[config.mk]
export PLATFORM = sky130hd
export DESIGN_NAME = multi_strober_flat
export DESIGN_NICKNAME = d
export VERILOG_FILES = /design/src/rtl/strober_pkg.sv /design/src/rtl/multi_strober_if.sv /design/src/rtl/strober_channel.sv /design/src/rtl/multi_strober.sv /design/src/flat_wrapper.sv
export SDC_FILE = /design/constraint.sdc
export NUM_CORES = 1
export LEC_CHECK = 0
export BUFFER_PORTS_ARGS = -buffer_cell sky130_fd_sc_hd__buf_4
export CORE_MARGIN = 4
export CORE_UTILIZATION = 50
export DETAILED_ROUTE_END_ITERATION = 6
export HOLD_SLACK_MARGIN = 0.12
export PLACE_DENSITY = 0.75
export SYNTH_ARGS = -nofsm -noshare
export SYNTH_HDL_FRONTEND = slang
export SYNTH_SLANG_ARGS = --single-unit
[constraint.sdc]
create_clock -name clk -period 2.6 [get_ports clk]
set_clock_uncertainty 0.05 [all_clocks]
set_input_delay 0.39 -clock clk [delete_from_list [all_inputs] [get_ports clk]]
set_output_delay 0.39 -clock clk [all_outputs]
set_load 0.03 [all_outputs]
[src/rtl/strober_pkg.sv]
// Shared constants for the multi-channel strobe generator: edge-mode encodings,
// FSM state codes and the repeat-counter width helper.
package strober_pkg;

    localparam int unsigned MODE_W  = 2;
    localparam int unsigned STATE_W = 2;

    localparam logic [MODE_W-1:0] MODE_OFF  = 2'b00;
    localparam logic [MODE_W-1:0] MODE_RISE = 2'b01;
    localparam logic [MODE_W-1:0] MODE_FALL = 2'b10;
    localparam logic [MODE_W-1:0] MODE_BOTH = 2'b11;

    typedef logic [STATE_W-1:0] state_t;

    localparam state_t ST_IDLE   = 2'd0;
    localparam state_t ST_HOLD   = 2'd1;
    localparam state_t ST_REPEAT = 2'd2;

    // Counter must hold values up to max(hold, repeat); never narrower than one bit.
    function automatic int unsigned cnt_width(input int unsigned hold, input int unsigned rep);
        int unsigned mx;
        mx = (hold > rep) ? hold : rep;
        return (mx == 0) ? 1 : $clog2(mx + 1);
    endfunction

endpackage

[src/rtl/multi_strober_if.sv]
// Level inputs, per-channel mode selects and strobe outputs of the multi-channel strober.
interface multi_strober_if #(
    parameter int unsigned CHANNELS = 4
);
    import strober_pkg::*;

    logic [CHANNELS-1:0]        signal;
    logic [MODE_W*CHANNELS-1:0] mode;
    logic [CHANNELS-1:0]        strobe;
    logic [CHANNELS-1:0]        strobe_dir;
    logic                       strobe_any;

    modport master (
        output signal,
        output mode,
        input  strobe,
        input  strobe_dir,
        input  strobe_any
    );

    modport slave (
        input  signal,
        input  mode,
        output strobe,
        output strobe_dir,
        output strobe_any
    );

endinterface

[src/rtl/strober_channel.sv]
// One strobe channel: synchroniser, previous-level register, edge detect and
// IDLE/HOLD/REPEAT auto-repeat FSM with registered strobe outputs.
module strober_channel
    import strober_pkg::*;
#(
    parameter int unsigned SYNC_STAGES   = 2,
    parameter int unsigned HOLD_CYCLES   = 0,
    parameter int unsigned REPEAT_CYCLES = 1
) (
    input  logic              clk,
    input  logic              reset,
    input  logic              signal,
    input  logic [MODE_W-1:0] mode,
    output logic              strobe,
    output logic              strobe_dir
);

    localparam int unsigned   CW       = cnt_width(HOLD_CYCLES, REPEAT_CYCLES);
    localparam logic [CW-1:0] HOLD_END = CW'(HOLD_CYCLES);
    localparam logic [CW-1:0] REP_END  = CW'(REPEAT_CYCLES);
    localparam bit            HOLD_EN  = (HOLD_CYCLES > 0);

    logic          lvl;
    logic          prev;
    logic          rise;
    logic          fall;
    logic          rise_en;
    logic          fall_en;
    state_t        state;
    state_t        state_n;
    logic [CW-1:0] cnt;
    logic [CW-1:0] cnt_n;
    logic [CW-1:0] cnt_inc;
    logic [CW-1:0] cnt_end;
    logic          strobe_n;
    logic          dir_n;

    // Synchroniser chain; zero stages means the input is already in this clock domain.
    if (SYNC_STAGES == 0) begin : g_bypass
        assign lvl = signal;
    end else begin : g_sync
        logic [SYNC_STAGES-1:0] sync_q;

        always_ff @(posedge clk or posedge reset) begin
            if (reset) begin
                sync_q <= '0;
            end else begin
                sync_q[0] <= signal;
                for (int i = 1; i < SYNC_STAGES; i++) begin
                    sync_q[i] <= sync_q[i-1];
                end
            end
        end

        assign lvl = sync_q[SYNC_STAGES-1];
    end

    assign rise    = lvl & ~prev;
    assign fall    = ~lvl & prev;
    assign rise_en = (mode == MODE_RISE) || (mode == MODE_BOTH);
    assign fall_en = (mode == MODE_FALL) || (mode == MODE_BOTH);

    always_ff @(posedge clk or posedge reset) begin
        if (reset) begin
            prev       <= 1'b0;
            state      <= ST_IDLE;
            cnt        <= '0;
            strobe     <= 1'b0;
            strobe_dir <= 1'b0;
        end else begin
            prev       <= lvl;
            state      <= state_n;
            cnt        <= cnt_n;
            strobe     <= strobe_n;
            strobe_dir <= dir_n;
        end
    end

    // Next state; the repeat strobe fires on the cycle the counter would reach its limit.
    always_comb begin
        state_n  = state;
        cnt_n    = cnt;
        strobe_n = 1'b0;
        dir_n    = 1'b0;
        cnt_inc  = cnt + CW'(1);
        cnt_end  = (state == ST_HOLD) ? HOLD_END : REP_END;

        if (mode == MODE_OFF) begin
            state_n = ST_IDLE;
            cnt_n   = '0;
        end else begin
            case (state)
                ST_IDLE: begin
                    cnt_n = '0;
                    if (rise && rise_en) begin
                        strobe_n = 1'b1;
                        dir_n    = 1'b1;
                        if (HOLD_EN) begin
                            state_n = ST_HOLD;
                        end
                    end else if (fall && fall_en) begin
                        strobe_n = 1'b1;
                    end
                end
                ST_HOLD, ST_REPEAT: begin
                    if (!lvl) begin
                        state_n  = ST_IDLE;
                        cnt_n    = '0;
                        strobe_n = fall && fall_en;
                    end else if (!rise_en) begin
                        state_n = ST_IDLE;
                        cnt_n   = '0;
                    end else if (cnt_inc == cnt_end) begin
                        strobe_n = 1'b1;
                        dir_n    = 1'b1;
                        state_n  = ST_REPEAT;
                        cnt_n    = '0;
                    end else begin
                        cnt_n = cnt_inc;
                    end
                end
                default: begin
                    state_n = ST_IDLE;
                    cnt_n   = '0;
                end
            endcase
        end
    end

endmodule

[src/rtl/multi_strober.sv]
// Multi-channel strobe generator: one independent strober_channel per input,
// plus the combined strobe_any flag.
module multi_strober
    import strober_pkg::*;
#(
    parameter int unsigned CHANNELS      = 4,
    parameter int unsigned SYNC_STAGES   = 2,
    parameter int unsigned HOLD_CYCLES   = 0,
    parameter int unsigned REPEAT_CYCLES = 1
) (
    input  logic           clk,
    input  logic           reset,
    multi_strober_if.slave bus
);

    logic [CHANNELS-1:0] strobe_v;
    logic [CHANNELS-1:0] dir_v;

    for (genvar i = 0; i < CHANNELS; i++) begin : g_ch
        strober_channel #(
            .SYNC_STAGES  (SYNC_STAGES),
            .HOLD_CYCLES  (HOLD_CYCLES),
            .REPEAT_CYCLES(REPEAT_CYCLES)
        ) u_ch (
            .clk       (clk),
            .reset     (reset),
            .signal    (bus.signal[i]),
            .mode      (bus.mode[MODE_W*i +: MODE_W]),
            .strobe    (strobe_v[i]),
            .strobe_dir(dir_v[i])
        );
    end

    assign bus.strobe     = strobe_v;
    assign bus.strobe_dir = dir_v;
    assign bus.strobe_any = |strobe_v;

endmodule

[src/flat_wrapper.sv]
// flat-port wrapper written by rule: the top's interface ports become plain ports
module multi_strober_flat import strober_pkg::*;
#(
    parameter int unsigned CHANNELS      = 4,
    parameter int unsigned SYNC_STAGES   = 2,
    parameter int unsigned HOLD_CYCLES   = 0,
    parameter int unsigned REPEAT_CYCLES = 1
)
  (clk, reset, bus_signal, bus_mode, bus_strobe, bus_strobe_dir, bus_strobe_any);
  multi_strober_if #(.CHANNELS(CHANNELS)) bus_i ();
  input  logic clk;
  input  logic reset;
  input wire logic [$bits(bus_i.signal)-1:0] bus_signal;
  input wire logic [$bits(bus_i.mode)-1:0] bus_mode;
  output wire logic [$bits(bus_i.strobe)-1:0] bus_strobe;
  output wire logic [$bits(bus_i.strobe_dir)-1:0] bus_strobe_dir;
  output wire logic [$bits(bus_i.strobe_any)-1:0] bus_strobe_any;
  assign bus_i.signal = bus_signal;
  assign bus_i.mode = bus_mode;
  assign bus_strobe = bus_i.strobe;
  assign bus_strobe_dir = bus_i.strobe_dir;
  assign bus_strobe_any = bus_i.strobe_any;
  multi_strober #(.CHANNELS(CHANNELS), .SYNC_STAGES(SYNC_STAGES), .HOLD_CYCLES(HOLD_CYCLES), .REPEAT_CYCLES(REPEAT_CYCLES)) u_core (.clk(clk), .reset(reset), .bus(bus_i));
endmodule
-- Word-level counts from Yosys, hierarchy flattened
Cells that the tools add are included.
- register bits after elaboration: 32
- bits of input ports: 14
- output and inout bits: 9
- logic and storage cells: 197
- add/sub/neg operators: 4
- equal/unequal tests: 32
- multiplexer cells: 88
- bitwise operators: 16
- reductions and logical operators: 33
- operator list (kind ; number):
    $mux 1 ; 60
    $mux 2 ; 16
    $eq 2x2->1 const B ; 12
    $ne 5x5->1 const B ; 4
    $eq 2x1->1 const B ; 8
    $logic_not 2->1 ; 8
    $pmux 1 s2 ; 8
    $pmux 2 s2 ; 4
    $and 1x1->1 ; 8
    $logic_and 1x1->1 ; 8
    $logic_or 1x1->1 ; 8
    $ne 2x2->1 const B ; 4
    $not 1->1 ; 8
    $reduce_and 2->1 ; 4
    $reduce_or 2->1 ; 4
    $add 1x1->1 const B ; 4
    $eq 1x1->1 ; 4
    $reduce_or 4->1 ; 1

-- Longest topological paths before layout
- word-level depth: 8
- gate-level depth with buffers: 2
- mapped depth without buffers: 2

-- Modules after synthesis
A second synthesis with hierarchy kept.
- cell total of the unflattened synthesis: 53
- area total of the unflattened synthesis: 798.3 um2
- modules (own cells, without submodules) (module ; instances ; cells each ; area an instance (um2) ; sequential area each (um2)):
    strober_channel ; 4 ; 13 ; 197.7 ; 150.1
    multi_strober ; 1 ; 1 ; 7.5 ; 0.0

-- Worst setup path after synthesis
Ideal clock, no wire load.
- kind: register to output
- start: register u_core.g_ch[2].u_ch.strobe
- end: output port bus_strobe_any
- arrival time: 1.034 ns
- data required time: 2.160 ns
- path slack: 1.126 ns
- cell stages (with the launch flop): 2
- buffers on the path: 0
- cell sequence: dfrtp_1 or4_1
- word-level cells in the longest chain between the ends: 1
- RTL lines (what ; line ; text):
    start, declared ; strober_channel.sv:14 ; output logic strobe,
    start signal, assigned ; strober_channel.sv:74 ; strobe <= strobe_n;
    $reduce_or 4->1 ; multi_strober.sv:36 ; assign bus.strobe_any = |strobe_v;
    end, declared ; flat_wrapper.sv:17 ; output wire logic [$bits(bus_i.strobe_any)-1:0] bus_strobe_any;
No other way between the ends.

-- Worst setup path after layout
Ends and elaborated chain as after synthesis.

==> PnR_summary.wiki <==
{| class="wikitable"
! Metric !! Value
|-
| Cell with the most instances after synthesis || sky130_fd_sc_hd__dfrtp_1
|-
| Part of the total power dissipated in sequential elements || between 60% and 70%
|-
| Full die area || 2310 um2
|-
| Antenna violations before repair || 0
|-
| Count of buffers from port buffering || 22
|-
| Gr ovfl total || 0
|-
| Sw Ratio || 23.1%
|-
| Unrepaired setup endpoints after global routing || false
|-
| Library cell with the largest summed area after synthesis || sky130_fd_sc_hd__dfrtp_1
|-
| R2r setup slk || 1790 ps
|-
| Die span in x || 48.1 um
|-
| Post-Place Worst Slack || 1100 ps
|-
| Min Hold Slack || 194 ps
|-
| Max frequency || between 0.5 and 0.6 GHz
|-
| Number of max-slew violations in the final report || 0
|-
| Path type of the worst setup path || reg2out
|-
| Total nets after synthesis || a little over 70
|-
| Clock tree root buffer cell || sky130_fd_sc_hd__clkbuf_4
|-
| Ranking of synthesized cells by instance count || sky130_fd_sc_hd__dfrtp_1, sky130_fd_sc_hd__buf_4
|-
| Syn. warnings || 0
|-
| Final wirelength || 1.11 mm
|-
| Sort of element at the end of the critical path || output port
|-
| Element type at the critical path start || flop
|-
| Share of the synthesized area in the top cell type || 74.9%
|-
| Gp weighted congestion || 0.681
|-
| Iteration-0 DRC count of the detailed router || 7
|-
| Core box area || 1510 um2
|-
| Capturing element of the worst setup path || bus_strobe_any
|-
| Maximum Capacitance Violations || 0
|-
| Total routing resource utilization after global routing || 11.8%
|-
| Distinct cells, synth || 10
|-
| Final net count || 95
|-
| Count of standard-cell rows || 14
|-
| Power density over cell area || ~620 nW/um2
|-
| Total power draw || 0.000618 W
|-
| Mapped cell area || ~800 um2
|-
| Hold violation count in the final report || 0
|-
| Average routed wire per standard cell || 11.7 um
|-
| Required time worst endpoint || 2160 ps
|-
| Setup fix buffers added after clock tree synthesis || 0
|-
| Clock latency on the worst-skew pair || 310 ps
|-
| Number of buffers created by CTS || 3
|-
| Power dissipated by switching net loads || between 0.0001 and 0.00015 W
|-
| Die Span Y || 48.1 um
|-
| Result of the run || finished, final reports clean
|-
| H-tree levels || 1
|-
| Pre-antenna DRT Iters || 2
|-
| Capturing point of the worst reg2reg path || u_core.g_ch[3].u_ch.strobe
|-
| Number of antenna-violating nets in the routed design || 0
|-
| Transition time of the tightest slew-check pin || 847 ps
|-
| Post-layout minimum cycle time || 1850 ps
|-
| First-pass GRT wire length || 1.77 mm
|-
| Reg2Reg Launch Point || u_core.g_ch[3].u_ch.prev
|-
| Mean number of vias per cell || 4.93
|-
| Synth area leaders || sky130_fd_sc_hd__dfrtp_1, sky130_fd_sc_hd__buf_4, sky130_fd_sc_hd__nand3b_1
|-
| Type of the worst min-delay path || in2async
|-
| Top_reg_cell synth || sky130_fd_sc_hd__dfrtp_1
|-
| Flops & latches, synth || 24
|-
| Clock tree from TritonCTS || yes
|-
| Area occupied by multi-input gates || 138 um2
|-
| Pin count of the biggest net entering global routing || 25
|-
| Worst path arrival time || 1410 ps
|-
| Setup slack after layout || 753 ps
|-
| Number of global-route vias before repair || 421
|-
| Final count of negative-setup-slack endpoints || 0
|-
| CTS sink count || 24
|-
| Initial Utilization || 53.2%
|-
| Filler Cells Inserted || 117
|-
| Summed negative setup slack over all endpoints || 0 ps
|-
| Worst max-slew margin expressed relative to the limit || 43.5%
|-
| Clock transition at the registers of the reported paths || approximately 120 ps
|-
| Internal || 0.000476 W
|-
| Maximum fanout count along the critical path || 2
|-
| Fraction of final layout cells sized beyond drive strength 1 || 31.6%
|-
| Post-synth EDFFs || 0
|-
| Routed vias || roughly 470
|-
| Synthesized netlist cell count || 58
|-
| Seq. cell area || 601 um2
|-
| Hold Buf Count CTS || 2
|-
| Depth of the worst register-to-register path || 2
|-
| Avg Inst Size Synth || 13.8 um2
|-
| Fin crit share || 71.0%
|-
| Total leakage power || 0.512 nW
|-
| Number of gates resized after CTS || 0
|-
| Proportion of register bits with asynchronous set or reset after synthesis || 100%
|-
| Antenna Cells || 0
|-
| Fraction of the yosys area taken by sequential cells || about 75%
|-
| Launching instance or port of the critical path || u_core.g_ch[2].u_ch.strobe
|-
| Power share of the combinational group || 11.2%
|-
| Peak ir drop on the vdd network || 0.000309 V
|-
| Top Ports || 23
|-
| Clock buffer depth || 2
|-
| Clock group share of total power || 24.8%
|-
| Residual DRC count || 0
|-
| P&R area growth vs syn || 23.4%
|}
area by class of cell:
type / count / share of cell area [%]
clock buffers: 3 / 2.28
inverters: 1 / 0.379
flip-flops and latches: 24 / 60.7
multi-input cells: 25 / 13.9
repair buffers: 26 / 20.7
well taps: 16 / 2.02
state kept, by name, indices dropped and copies added, names as in the netlist:
register / cells
u_core.g_ch.u_ch.state: 4
u_core.g_ch.u_ch.prev: 4
u_core.g_ch.u_ch.strobe_dir: 4
u_core.g_ch.u_ch.g_sync.sync_q: 8
u_core.g_ch.u_ch.strobe: 4
through the flow:
step / area, um2 / util, % / instances
floorplan: 802 / - / 58
global placement: 927 / 61.5 / 88
detailed placement: 927 / 61.5 / 88
CTS: 970 / 64.4 / 93
global route: 990 / 65.7 / 95
finish: 990 / 65.7 / 95
layout by cell type (no fill, tap or decap), drive strengths merged:
cell,Yosys,layout
clkbuf,0,3
nand2,4,4
buf,8,22
nand3b,4,4
or4,1,1
o21ai,4,4
nor2,4,4
nor2b,4,4
dlygate4sd3,0,4
dfrtp,24,24
and3,4,4
inv,1,1
how the worst min path moves through the flow:
stage / startpoint / end / slack, ps / depth (start not counted)
after floorplan: u_core.g_ch[0].u_ch.g_sync.sync_q[0] / u_core.g_ch[0].u_ch.g_sync.sync_q[1] / 280 / 0
after global placement: u_core.g_ch[1].u_ch.g_sync.sync_q[0] / u_core.g_ch[1].u_ch.g_sync.sync_q[1] / 280 / 0
after detailed placement: u_core.g_ch[1].u_ch.g_sync.sync_q[0] / u_core.g_ch[1].u_ch.g_sync.sync_q[1] / 290 / 0
after CTS: bus_signal[0] / u_core.g_ch[0].u_ch.g_sync.sync_q[0] / 120 / 1
after global routing: reset / u_core.g_ch[1].u_ch.strobe_dir / 250 / 2
final: reset / u_core.g_ch[1].u_ch.g_sync.sync_q[0] / 190 / 2
worst max-delay path: stages (launching register included):
cell                      delay (ps)
sky130_fd_sc_hd__dfrtp_1         390
sky130_fd_sc_hd__or4_1           520
sky130_fd_sc_hd__buf_4           190
power groups by stage:
stage | Clock (W) | Combinational [W] | Sequential [W]
floorplan | 0 | 0.0000433 | 0.000401
global placement | 0 | 0.0000640 | 0.000402
detailed placement | 0 | 0.0000655 | 0.000404
CTS | 0.000160 | 0.0000679 | 0.000396
global route | 0.000177 | 0.0000758 | 0.000398
finish | 0.000153 | 0.0000691 | 0.000396
per-layer routing:
layer  routed length (um)  global-route usage [%]  vias to the layer above
li1                     -                       -                      222
met1                  435                    14.0                      228
met2                  542                    17.4                       16
met3                   98                    3.38                        2
met4                   29                    9.68                        0
met5                    0                       0                        -
logic make-up (layout without fill, tap and decap cells):
logic type | Yosys count | count (layout) | synth area share, %
buf+inv | 9 | 30 | 7.96
simple gates | 21 | 21 | 14.7
flops | 24 | 24 | 74.9
compound gates | 4 | 4 | 2.50
Power figures use the tool's default switching activity.
